## src/rtl/mux8way_arbiter_pkg.sv

```systemverilog
// Shared constants for the 8-way gathering arbiter: channel count, sel width,
// FSM state encoding and channel-index names matching the 8-way demux sel.
package mux8way_arbiter_pkg;

    localparam int NUM_CH = 8;
    localparam int SEL_W  = 3;

    typedef enum logic {
        ST_EMPTY = 1'b0,
        ST_FULL  = 1'b1
    } state_e;

    localparam logic [SEL_W-1:0] CH_A = 3'd0;
    localparam logic [SEL_W-1:0] CH_B = 3'd1;
    localparam logic [SEL_W-1:0] CH_C = 3'd2;
    localparam logic [SEL_W-1:0] CH_D = 3'd3;
    localparam logic [SEL_W-1:0] CH_E = 3'd4;
    localparam logic [SEL_W-1:0] CH_F = 3'd5;
    localparam logic [SEL_W-1:0] CH_G = 3'd6;
    localparam logic [SEL_W-1:0] CH_H = 3'd7;

    // One-hot decode of a channel index.
    function automatic logic [NUM_CH-1:0] onehot8(input logic [SEL_W-1:0] idx);
        onehot8 = 8'b0000_0001 << idx;
    endfunction

endpackage

```

## src/rtl/mux8way_arbiter_rr_pick8.sv

```systemverilog
// Rotating-priority finder: returns the first set request bit searching
// ptr+1, ptr+2, ... ptr (mod 8).
module mux8way_arbiter_rr_pick8
    import mux8way_arbiter_pkg::*;
(
    input  logic [NUM_CH-1:0] req,
    input  logic [SEL_W-1:0]  ptr,
    output logic [SEL_W-1:0]  gnt_idx,
    output logic              gnt_any
);

    logic [SEL_W-1:0] w_idx;

    // Scan from farthest to nearest so the nearest request after ptr wins.
    always_comb begin
        gnt_idx = 3'd0;
        gnt_any = 1'b0;
        w_idx   = 3'd0;
        for (int k = NUM_CH; k >= 1; k--) begin
            w_idx = ptr + SEL_W'(k);
            if (req[w_idx]) begin
                gnt_idx = w_idx;
                gnt_any = 1'b1;
            end else begin
                gnt_idx = gnt_idx;
                gnt_any = gnt_any;
            end
        end
    end

endmodule

```

## src/rtl/mux8way_arbiter.sv

```systemverilog
// 8-to-1 round-robin gathering arbiter with a registered output slice.
// Each output word carries the 3-bit source index (demux sel encoding).
// Optional feature macro: MUX8WAY_ARBITER_LOCK_EN adds in_lock, which pins
// the grant to a channel until one of its words arrives with lock cleared.
module mux8way_arbiter
    import mux8way_arbiter_pkg::*;
#(
    parameter int WIDTH = 16
) (
    input  logic                    clk,
    input  logic                    rst_n,
    input  logic [NUM_CH-1:0]       in_valid,
    input  logic [NUM_CH*WIDTH-1:0] in_data,
    output logic [NUM_CH-1:0]       in_ready,
`ifdef MUX8WAY_ARBITER_LOCK_EN
    input  logic [NUM_CH-1:0]       in_lock,
`endif
    output logic                    out_valid,
    output logic [WIDTH-1:0]        out_data,
    output logic [SEL_W-1:0]        out_sel,
    input  logic                    out_ready
);

    state_e           r_state;
    logic [SEL_W-1:0] r_ptr;
    logic [WIDTH-1:0] r_data;
    logic [SEL_W-1:0] r_sel;

    logic [NUM_CH-1:0] w_req;
    logic [SEL_W-1:0]  w_gnt_idx;
    logic              w_gnt_any;
    logic              w_slot_free;
    logic              w_grant;
    logic [WIDTH-1:0]  w_word;

`ifdef MUX8WAY_ARBITER_LOCK_EN
    logic             r_lock_active;
    logic [SEL_W-1:0] r_lock_ch;

    // While locked only the owning channel may be granted.
    assign w_req = r_lock_active ? (in_valid & onehot8(r_lock_ch)) : in_valid;
`else
    assign w_req = in_valid;
`endif

    mux8way_arbiter_rr_pick8 u_pick (
        .req     (w_req),
        .ptr     (r_ptr),
        .gnt_idx (w_gnt_idx),
        .gnt_any (w_gnt_any)
    );

    assign out_valid   = (r_state == ST_FULL);
    assign out_data    = r_data;
    assign out_sel     = r_sel;
    assign w_slot_free = (r_state == ST_EMPTY) | out_ready;
    assign w_grant     = w_slot_free & w_gnt_any;
    assign w_word      = in_data[w_gnt_idx*WIDTH +: WIDTH];

    // in_ready is forced low during reset so no source sees a phantom accept.
    assign in_ready = (rst_n && w_grant) ? onehot8(w_gnt_idx) : 8'h00;

    // Slot FSM: refill on grant, drain to EMPTY when consumed with nothing new.
    always_ff @(posedge clk or negedge rst_n) begin
        if (!rst_n) begin
            r_state <= ST_EMPTY;
            r_ptr   <= CH_H;
            r_data  <= {WIDTH{1'b0}};
            r_sel   <= CH_A;
`ifdef MUX8WAY_ARBITER_LOCK_EN
            r_lock_active <= 1'b0;
            r_lock_ch     <= CH_A;
`endif
        end else begin
            case (r_state)
                ST_EMPTY, ST_FULL: begin
                    if (w_grant) begin
                        r_state <= ST_FULL;
                        r_data  <= w_word;
                        r_sel   <= w_gnt_idx;
                        r_ptr   <= w_gnt_idx;
`ifdef MUX8WAY_ARBITER_LOCK_EN
                        r_lock_active <= in_lock[w_gnt_idx];
                        r_lock_ch     <= w_gnt_idx;
`endif
                    end else if (out_ready) begin
                        r_state <= ST_EMPTY;
                    end else begin
                        r_state <= r_state;
                    end
                end
                default: begin
                    r_state <= ST_EMPTY;
                end
            endcase
        end
    end

endmodule

```

## config.mk

```make
export PLATFORM = sky130hd
export DESIGN_NAME = mux8way_arbiter
export DESIGN_NICKNAME = d
export VERILOG_FILES = /design/src/rtl/mux8way_arbiter_pkg.sv /design/src/rtl/mux8way_arbiter_rr_pick8.sv /design/src/rtl/mux8way_arbiter.sv
export SDC_FILE = /design/constraint.sdc
export NUM_CORES = 1
export LEC_CHECK = 0
export CAP_MARGIN = 20
export CORE_ASPECT_RATIO = 1.2
export CORE_MARGIN = 1
export CORE_UTILIZATION = 39
export DETAILED_ROUTE_END_ITERATION = 6
export PLACE_DENSITY = 0.86
export SLEW_MARGIN = 30
export SYNTH_ARGS = -nofsm -noshare
export SYNTH_HDL_FRONTEND = slang
export SYNTH_SLANG_ARGS = --single-unit
```

## constraint.sdc

```tcl
create_clock -name clk -period 4.8 [get_ports clk]
set_input_delay 0.96 -clock clk [delete_from_list [all_inputs] [get_ports clk]]
set_output_delay 0.96 -clock clk [all_outputs]
set_load 0.02 [all_outputs]
```

## After elaboration in Yosys (flattened, before gate mapping)

Cells that the tools add are included.

- Reduce and logical (&&, ||, !) cells: 2
- $lt $le $gt $ge: 8
- Shifts and indexed selects: 2
- Add/sub/neg operators: 7
- Mux-type cells: 35
- Bitwise logic cells: 3

Operator list:

| operator | number |
|---|---|
| $shiftx A128 B8 Y16 | 1 |
| $lt A3 B4 Y1 const B | 8 |
| $bmux W1 S3 | 8 |
| $mux W3 | 8 |
| $mux W1 | 18 |
| $add A3 B3 Y3 const B | 4 |
| $mux W8 | 1 |
| $shl A1 B3 Y8 const A | 1 |
| $add A3 B2 Y3 const B | 2 |
| $add A3 B1 Y3 const B | 1 |
| $reduce_bool A2 Y1 | 1 |
| $and A1 B1 Y1 | 1 |
| $logic_and A1 B1 Y1 | 1 |
| $not A1 Y1 | 1 |
| $or A1 B1 Y1 | 1 |

- Flip-flop bits (word level): 23
- Output and inout port bits: 28

## Depth between registers and ports, before layout

Gate-level depths: netlist (run 1).

- Depth after elaboration: 13
- Depth in mapped cells: 16
- Depth with buffers taken out: 11

## Modules after synthesis

Synthesis (run 1) repeated with hierarchy kept, for this count alone.

- Cells, all modules: 274
- Area total of the unflattened synthesis: 2772.7 um^2

Modules (own cells, without submodules):

| module | area an instance (um^2) | cells an instance | instances | sequential area each (um^2) |
|---|---|---|---|---|
| mux8way_arbiter | 2098.3 | 197 | 1 | 579.3 |
| mux8way_arbiter_rr_pick8 | 674.4 | 77 | 1 | 0.0 |

## Worst setup path after synthesis (run 1)

No wires, ideal clock.

- Kind: register to output
- Start point: register r_ptr[0]
- End point: output port in_ready[0]
- Setup slack: -0.047 ns
- Data required time: 3.840 ns
- Cell stages (with the launch flop): 16
- Arrival: 3.887 ns
- Buffers on the path: 5
- Cell sequence: dfstp_2 -> buf_6 -> buf_2 -> inv_1 -> ha_1 -> buf_2 -> mux4_2 -> mux2_2 -> or2_1 -> a211oi_2 -> a211oi_2 -> nand2_1 -> buf_4 -> buf_2 -> nand3_1 -> nor3b_1

- Word-level cells in the longest chain between the ends: 13
- Elaborated cells between the ends (all ways): 43

Ends and longest elaborated chain:

| what | RTL line | RTL |
|---|---|---|
| start, declared | mux8way_arbiter.sv:25 | `logic [SEL_W-1:0] r_ptr;` |
| start signal, assigned | mux8way_arbiter.sv:81 | `r_ptr <= w_gnt_idx;` |
| $add A3 B3 Y3 or $bmux W1 S3 (tied branches) | mux8way_arbiter_rr_pick8.sv:20, mux8way_arbiter_rr_pick8.sv:21 |  |
| $bmux W1 S3 or $mux W1 (tied branches) | mux8way_arbiter_rr_pick8.sv:21 | `if (req[w_idx]) begin` |
| $mux W1 (implied by the code) | mux8way_arbiter_rr_pick8.sv:21 |  |
| $mux W1 (7 in series) | mux8way_arbiter_rr_pick8.sv:21 |  |
| $and A1 B1 Y1 | mux8way_arbiter.sv:57 | `assign w_grant = w_slot_free & w_gnt_any;` |
| $logic_and A1 B1 Y1 | mux8way_arbiter.sv:61 | `assign in_ready = (rst_n && w_grant) ? onehot8(w_gnt_idx) : 8'h00;` |
| $mux W8 (*) | mux8way_arbiter.sv:61 |  |
| end, declared | mux8way_arbiter.sv:14 | `output logic [NUM_CH-1:0] in_ready,` |

Mark *: on every way between the ends. The rest lies on a longest branch, timed or not. The select of a mux whose other input is x is not followed.

## Worst setup path after layout (run 1)

- Start point: input port in_valid[3]
- End point: output port in_ready[6]

- Word-level cells in the longest chain between the ends: 13
- Elaborated cells between the ends (all ways): 36

Ends and longest elaborated chain:

| what | RTL line | RTL |
|---|---|---|
| start, declared | mux8way_arbiter.sv:12 | `input logic [NUM_CH-1:0] in_valid,` |
| $bmux W1 S3 | mux8way_arbiter_rr_pick8.sv:21 |  |
| $mux W1 (implied by the code) | mux8way_arbiter_rr_pick8.sv:21 |  |
| $mux W1 (8 in series) | mux8way_arbiter_rr_pick8.sv:21 |  |
| $and A1 B1 Y1 | mux8way_arbiter.sv:57 |  |
| $logic_and A1 B1 Y1 | mux8way_arbiter.sv:61 |  |
| $mux W8 (*) | mux8way_arbiter.sv:61 |  |

Marked as above.

==> impl_metrics.ini, run 1 <==
[final_layout]
diodes = 0
area_delta_synth_final_pct = 66.85
nets = 625
fin_cells = 573
drive_gt1_frac = 0.1739
final_area_um2 = 4818

[critical_path]
timing.rr.start = r_ptr[1]
crit_required_ns = 3.84
worstSetupPathType = in2out
path_max_fanout = 6
start_kind = input port
end_kind = output pin
cp.arrival_ns = 3.70
reg2reg_depth = 12
startpoint = in_valid[3]

[flow_run]
max_cap_viol_count = 0

[power]
leakage_nw = 2.050
p_int_mw = 2.364
netSwitchingFraction = 0.5114
p_comb_frac = 0.894
power_switching_mw = 2.474
clockPowerShare = 0.026
pwr-share-seq = 0.081
total_power_mw = 4.838
p_per_area_nw_per_um2 = 1004
ir_drop_v = 0.0009504

[synth]
yosys-top-cells-count = mux2i_1, nand2_1, a21oi_1, dfrtp_1, a221o_1
yosysSeqAreaShare = 0.2006
synthFlopType = dfrtp_1
syn-instance-count = 303
synth.top_cell.area_share = 0.2600
postSynthAreaPerCell_um2 = 9.531
yosysWarnings = 0
yosysTopAreaCell = mux2i_1
yosysMostFrequentCell = mux2i_1
ys_types = 52
synth_area_leaders = mux2i_1, dfrtp_1, a221o_1, mux4_2, a221oi_2
synth_fp_nets = 444
synthArstFlopShare = 1.000
ys_seq_elements = 23
syn_area_um2 = 2888
synth_edf_count = 0

[floorplan]
die_w_um = 80.55
die_area_um2 = 7754
die_h_um = 96.26
core_area_um2 = 7189
ios = 167
start_util = 0.4017
rows = 34

[sta]
setup_viol = 0
slew_violations = 0
relSlewSlack = 0.3591
final.setup.worst_slack_ns = 0.1428
finalHoldViolCount = 0
rsz0062_at_grt = false
fin_skew_ns = 0.01329
tightest_slew_ns = 0.9613
fmax_mhz = 214.7
min_period_over_period = 0.9703
timing.hold.ws_ns = 0.4939
timing.final.crit_period_ns = 4.657

[route]
via_per_inst = 5.698
drt-initial-drc-count = 162
antenna_left = 0
dr_total_vias = 3265
drc = 0
routed_wl_mm = 10.35
drt-wirelength-per-cell_um = 18.06
drt_first_pass_iters = 4

[grt]
grt_pass1_wl_mm = 15.70
track_usage = 0.2618
grt_pass1_vias = 3252
grt_overflow = 0
grt_max_degree = 67
antenna_found_initial = 0

[place]
io_buffers = 166
hpwlAfterDp_mm = 8.078
pre_cts_slack_ns = -0.2529
placed_cells = 569
placed_cell_area_um2 = 4783
gp_congestion = 0.9246

[clock_network]
htree_levels = 1
clk_latency_ns = 0.27
cts_sinks = 23
cts_hold_buf = 0
cts_tree = yes
clk_pin_slew_ns = 0.08
cts_setup_buffers = 0
cts_buffer_depth = 2
cts_buffers = 3
clockRootBuffer = clkbuf_8

[outcome]
outcome = finished clean

[min_path]
whs_path_depth = 1
hold_class = reg2reg
hold_start = out_sel[2]
-- layout by cell type, fill, tap and decap left out, types with 3 or more instances in the layout --
master / synthesis / final
clkdlybuf4s50_1: 0 / 157
mux2i_1: 75 / 74
buf_4: 4 / 37
nand2_1: 28 / 27
a21oi_1: 20 / 20
dfrtp_1: 20 / 20
a221o_1: 18 / 18
nor2_1: 12 / 12
a221oi_2: 10 / 10
nand2b_1: 9 / 9
mux4_2: 8 / 8
o21ai_0: 7 / 7
a221oi_1: 6 / 6
clkbuf_2: 0 / 6
inv_1: 5 / 5
nand3_1: 4 / 4
mux2_2: 4 / 4
a21o_1: 4 / 4
o22ai_1: 3 / 3
clkbuf_8: 0 / 3
dfstp_2: 3 / 3
-- layout make-up --
| type | instances | area, um2 |
|---|---|---|
| Fill cell | 639 | 2371 |
| Multi-Input combinational cell | 247 | 2146 |
| Timing Repair Buffer | 203 | 1912 |
| Sequential cell | 23 | 579.3 |
| Tap cell | 90 | 112.6 |
| Clock buffer | 3 | 41.29 |
| Inverter | 6 | 22.52 |
| Clock inverter | 1 | 5.005 |
-- per-stage QoR --
step	utilization	setup TNS, ns
2_1_floorplan	-	0
3_3_place_gp	0.6653	-1.085
3_5_place_dp	0.6653	-1.657
4_1_cts	0.6714	0
5_1_grt	0.6702	0
6_report	0.6702	0
-- critical path, cell delays in order --
cell and delay (ns):
clkdlybuf4s50_1 0.50, mux4_2 0.52, buf_4 0.16, mux2i_4 0.15, o41ai_1 0.10, a221o_1 0.28
o31ai_1 0.27, a31oi_1 0.15, buf_4 0.18, nand2b_1 0.09, nor2_1 0.05, clkdlybuf4s15_1 0.29
-- worst paths after layout --
| check | end | slack, ns |
|---|---|---|
| min in group asynchronous | out_data[4] | 1.02 |
| worst min-delay path | out_sel[2] | 0.49 |
| worst max-delay path | in_ready[6] | 0.14 |
| worst min register to register | out_sel[2] | 0.49 |
| max in group asynchronous | r_ptr[2] | 3.54 |
| worst max register to register | out_data[5] | 0.58 |
-- per-layer routing --
metal	vias to the layer above	track usage	wire, um
met5	-	0	0
met4	0	0.07143	163
met3	18	0.03602	676
met2	139	0.4986	5596
met1	1563	0.3008	3910
li1	1545	-	-
-- cell families (layout without fill, tap and decap cells) --
family / Yosys count / in the layout / synth area share
and+or+nand+nor: 67 / 67 / 0.1105
buffers and inverters: 33 / 213 / 0.06629
AOI/OAI and AO/OA: 88 / 88 / 0.2621
xor gates and xnor gates: 2 / 2 / 0.006067
adders and majority gates: 2 / 2 / 0.008664
DFF: 23 / 23 / 0.2006
muxes: 88 / 88 / 0.3458
-- timing repair --
item,4_1_cts,5_1_grt
resized for setup,9,18
pin swaps,0,1
endpoints found under the setup margin,8,8
-- power by group through the flow --
stage	sequential, mW	clock (mW)	combinational (mW)
after global placement	0.386	0	4.26
after floorplan	0.467	0	3.21
after detailed placement	0.391	0	4.33
after global routing	0.400	0.135	4.66
after CTS	0.388	0.129	4.35
final	0.390	0.125	4.32
-- flip-flops by register name, indices dropped and copies added (netlist names) --
name	flops
out_data	16
r_ptr	3
out_valid	1
out_sel	3
Note: power is estimated with default switching activity, not from simulation.
==> run 2: changes to the inputs <==
--- a/config.mk
+++ b/config.mk
@@ -8,10 +8,11 @@
 export CAP_MARGIN = 20
 export CORE_ASPECT_RATIO = 1.2
 export CORE_MARGIN = 1
-export CORE_UTILIZATION = 39
+export CORE_UTILIZATION = 38
 export DETAILED_ROUTE_END_ITERATION = 6
 export PLACE_DENSITY = 0.86
 export SLEW_MARGIN = 30
 export SYNTH_ARGS = -nofsm -noshare
 export SYNTH_HDL_FRONTEND = slang
+export SYNTH_HIERARCHICAL = 1
 export SYNTH_SLANG_ARGS = --single-unit
==> run 2 against run 1 <==
Net effect: via count decreased by 8.5%; core utilization decreased by 0.66 points; hold slack improved by 0.028 ns; maximum frequency decreased by 0.69%; worst setup slack got worse by 0.032 ns; sequential share of layout area increased by 0.56 points; global-route usage increased by 0.34 points; highest routed layer unchanged; non-clock buffer count decreased by 9; clock skew decreased by 0.0078 ns; register-to-register slack improved by 0.23 ns; first-iteration DRC count decreased by 21%; cell count decreased by 6.6%.
==> impl_metrics.ini, run 2 <==
[outcome]
outcome = finished clean

[grt]
grt_pass1_wl_mm = 15.41
grt_pass1_vias = 3193
antenna_found_initial = 0
grt_max_degree = 37
track_usage = 0.2652
grt_overflow = 0

[synth]
yosysMostFrequentCell = mux2_2
synthArstFlopShare = 1.000
syn_area_um2 = 2773
synth.top_cell.area_share = 0.1805
ys_seq_elements = 23
synthAdderAreaFrac = 0.009025
synth-simple-area-share = 0.07671
synth_fp_nets = 415
yosys-top-cells-count = mux2_2, mux2i_1, o21ai_0, dfrtp_1
yosysTopAreaCell = dfrtp_1
postSynthAreaPerCell_um2 = 10.12
ys_types = 47
synth_top_family_by_area = multiplexers
synth_compound_area_frac = 0.2423
syn-instance-count = 274
yosysSeqAreaShare = 0.2089
synthMuxAreaShare = 0.3759
synth_edf_count = 0
synth_area_leaders = dfrtp_1, mux2_2, mux2i_1, mux4_2, o31ai_2
synthFlopType = dfrtp_1
synth_xor_area_frac = 0.009477
yosysWarnings = 6

[sta]
timing.final.crit_period_ns = 4.690
min_period_over_period = 0.9770
slew_violations = 0
setup_viol = 0
rsz0062_at_grt = false
final.setup.worst_slack_ns = 0.1105
relSlewSlack = 0.5043
fin_skew_ns = 0.005487
fmax_mhz = 213.2
finalHoldViolCount = 0
tightest_slew_ns = 0.7402

[clock_network]
clockRootBuffer = clkbuf_8
htree_levels = 1
clk_latency_ns = 0.27
clk_pin_slew_ns = 0.09
cts_tree = yes
cts_buffer_depth = 2
cts_buffers = 3
cts_setup_buffers = 0
cts_sinks = 23

[min_path]
whs_path_depth = 1
whs_endpoint = out_sel[2]
hold_start = out_sel[2]
hold_class = reg2reg

[floorplan]
ios = 167
die_h_um = 95.57
start_util = 0.3997
die_w_um = 79.98
rows = 33
core_area_um2 = 6937
die_area_um2 = 7643

[final_layout]
regArea_um2 = 579.3
largest_register_ffs = 16
final_area_um2 = 4603
layout_common_cells = clkdlybuf4s50_1, mux2_2, mux2i_1, buf_4, o21ai_0
drive_gt1_frac = 0.2567
nets = 590
diodes = 0
area_delta_synth_final_pct = 66.02
utilization = 0.6636
n_fill_cell = 562
multi_input_area_um2 = 2001
layout_commonest_cell = clkdlybuf4s50_1

[critical_path]
cp.arrival_ns = 3.73
path_max_fanout = 5
startpoint = in_valid[0]
timing.rr.start = r_ptr[1]
rr_endpoint = out_data[10]
rrSetupSlack_ns = 0.81
reg2reg_depth = 15
worstSetupPathType = in2out
start_kind = input port
crit_required_ns = 3.84
end_kind = output pin

[route]
drt_first_pass_iters = 4
drc = 0
routed_wl_mm = 9.853
drt-initial-drc-count = 128
antenna_left = 0
drt-wirelength-per-cell_um = 18.42
via_per_inst = 5.583
dr_total_vias = 2987

[place]
gp_congestion = 0.9252
hpwlAfterDp_mm = 7.806
pre_cts_slack_ns = -0.2071
io_buffers = 166
placed_cell_area_um2 = 4578

[flow_run]
max_cap_viol_count = 0
[run 2: changes by cell type after synthesis, sizes merged, moves of 4 or more]
| cell | before | now |
|---|---|---|
| a221o | 18 | 0 |
| nand2 | 28 | 7 |
| nor2b | 0 | 4 |
| o21ai | 7 | 21 |
| a21oi | 20 | 4 |
| a22o | 1 | 16 |
| o22ai | 3 | 16 |
| o31ai | 2 | 15 |
| a221oi | 16 | 2 |
| mux2i | 76 | 34 |
| nand2b | 9 | 5 |
| mux2 | 4 | 46 |
[run 2: logic make-up after synthesis]
logic type / Yosys count
xor+xnor: 3
buf+inv: 30
flops: 23
fa+ha+maj: 2
mux: 88
compound gates: 87
simple gates: 41
[run 2: layout make-up]
class / count / share of cell area
Inverter: 6 / 0.004893
Tap cell: 87 / 0.02365
Clock buffer: 3 / 0.008970
Sequential cell: 23 / 0.1258
Multi-Input combinational cell: 221 / 0.4346
Timing Repair Buffer: 194 / 0.4004
Clock inverter: 1 / 0.001631
[run 2: what timing repair did]
item / CTS / global route
hold buffers: 0 / 0
setup endpoints to repair: 8 / 6
hold endpoints to repair: 0 / 0
resized for setup: 8 / 12
[run 2: worst max path at each step]
stage                       end  slack [ns]  depth (start not counted)
floorplan           in_ready[4]        0.14                         14
global placement    in_ready[2]       -0.16                         11
detailed placement  in_ready[3]       -0.21                         11
CTS                 in_ready[3]        0.07                         11
global route        in_ready[7]        0.01                         10
finish              in_ready[0]        0.11                         10
[run 2: per-layer routing]
metal | vias up | routed length (um) | part of all wire | track usage
met2 | 150 | 5225 | 0.53 | 0.5078
met3 | 24 | 634 | 0.064 | 0.05359
met5 | - | 0 | 0 | 0
li1 | 1428 | - | - | -
met1 | 1385 | 3679 | 0.37 | 0.2814
met4 | 0 | 313 | 0.032 | 0.1012
[run 2: through the flow]
step           TNS, ns  cells  hold WS [ns]
6_report             0    535        0.5217
5_1_grt              0    535        0.5596
4_1_cts              0    535        0.5244
3_5_place_dp    -1.264    531        0.4967
3_3_place_gp   -0.8976    531        0.4901
2_1_floorplan        0    274        0.6019
[run 2: worst max-delay path: stages]
cell and delay [ns]:
clkdlybuf4s50_1 0.47, mux4_2 0.55, mux2_2 0.34, a21o_1 0.20
o21ai_0 0.15, buf_4 0.14, nand3_4 0.08, nand4b_1 0.27
nor3_1 0.19, dlygate4sd2_1 0.36
Power of run 2 is not shown: default switching activity piles up to over one toggle a cycle in this logic, so the estimate is an artifact.
==> run 3: changes to the inputs <==
--- a/config.mk
+++ b/config.mk
@@ -11,6 +11,7 @@
 export CORE_UTILIZATION = 38
 export DETAILED_ROUTE_END_ITERATION = 6
 export PLACE_DENSITY = 0.86
+export SKIP_LAST_GASP = 1
 export SLEW_MARGIN = 30
 export SYNTH_ARGS = -nofsm -noshare
 export SYNTH_HDL_FRONTEND = slang
==> results of run 3 <==
Final layout, timing and power as in run 2 (identical DEF).
Power of run 3 is left out for the same reason.
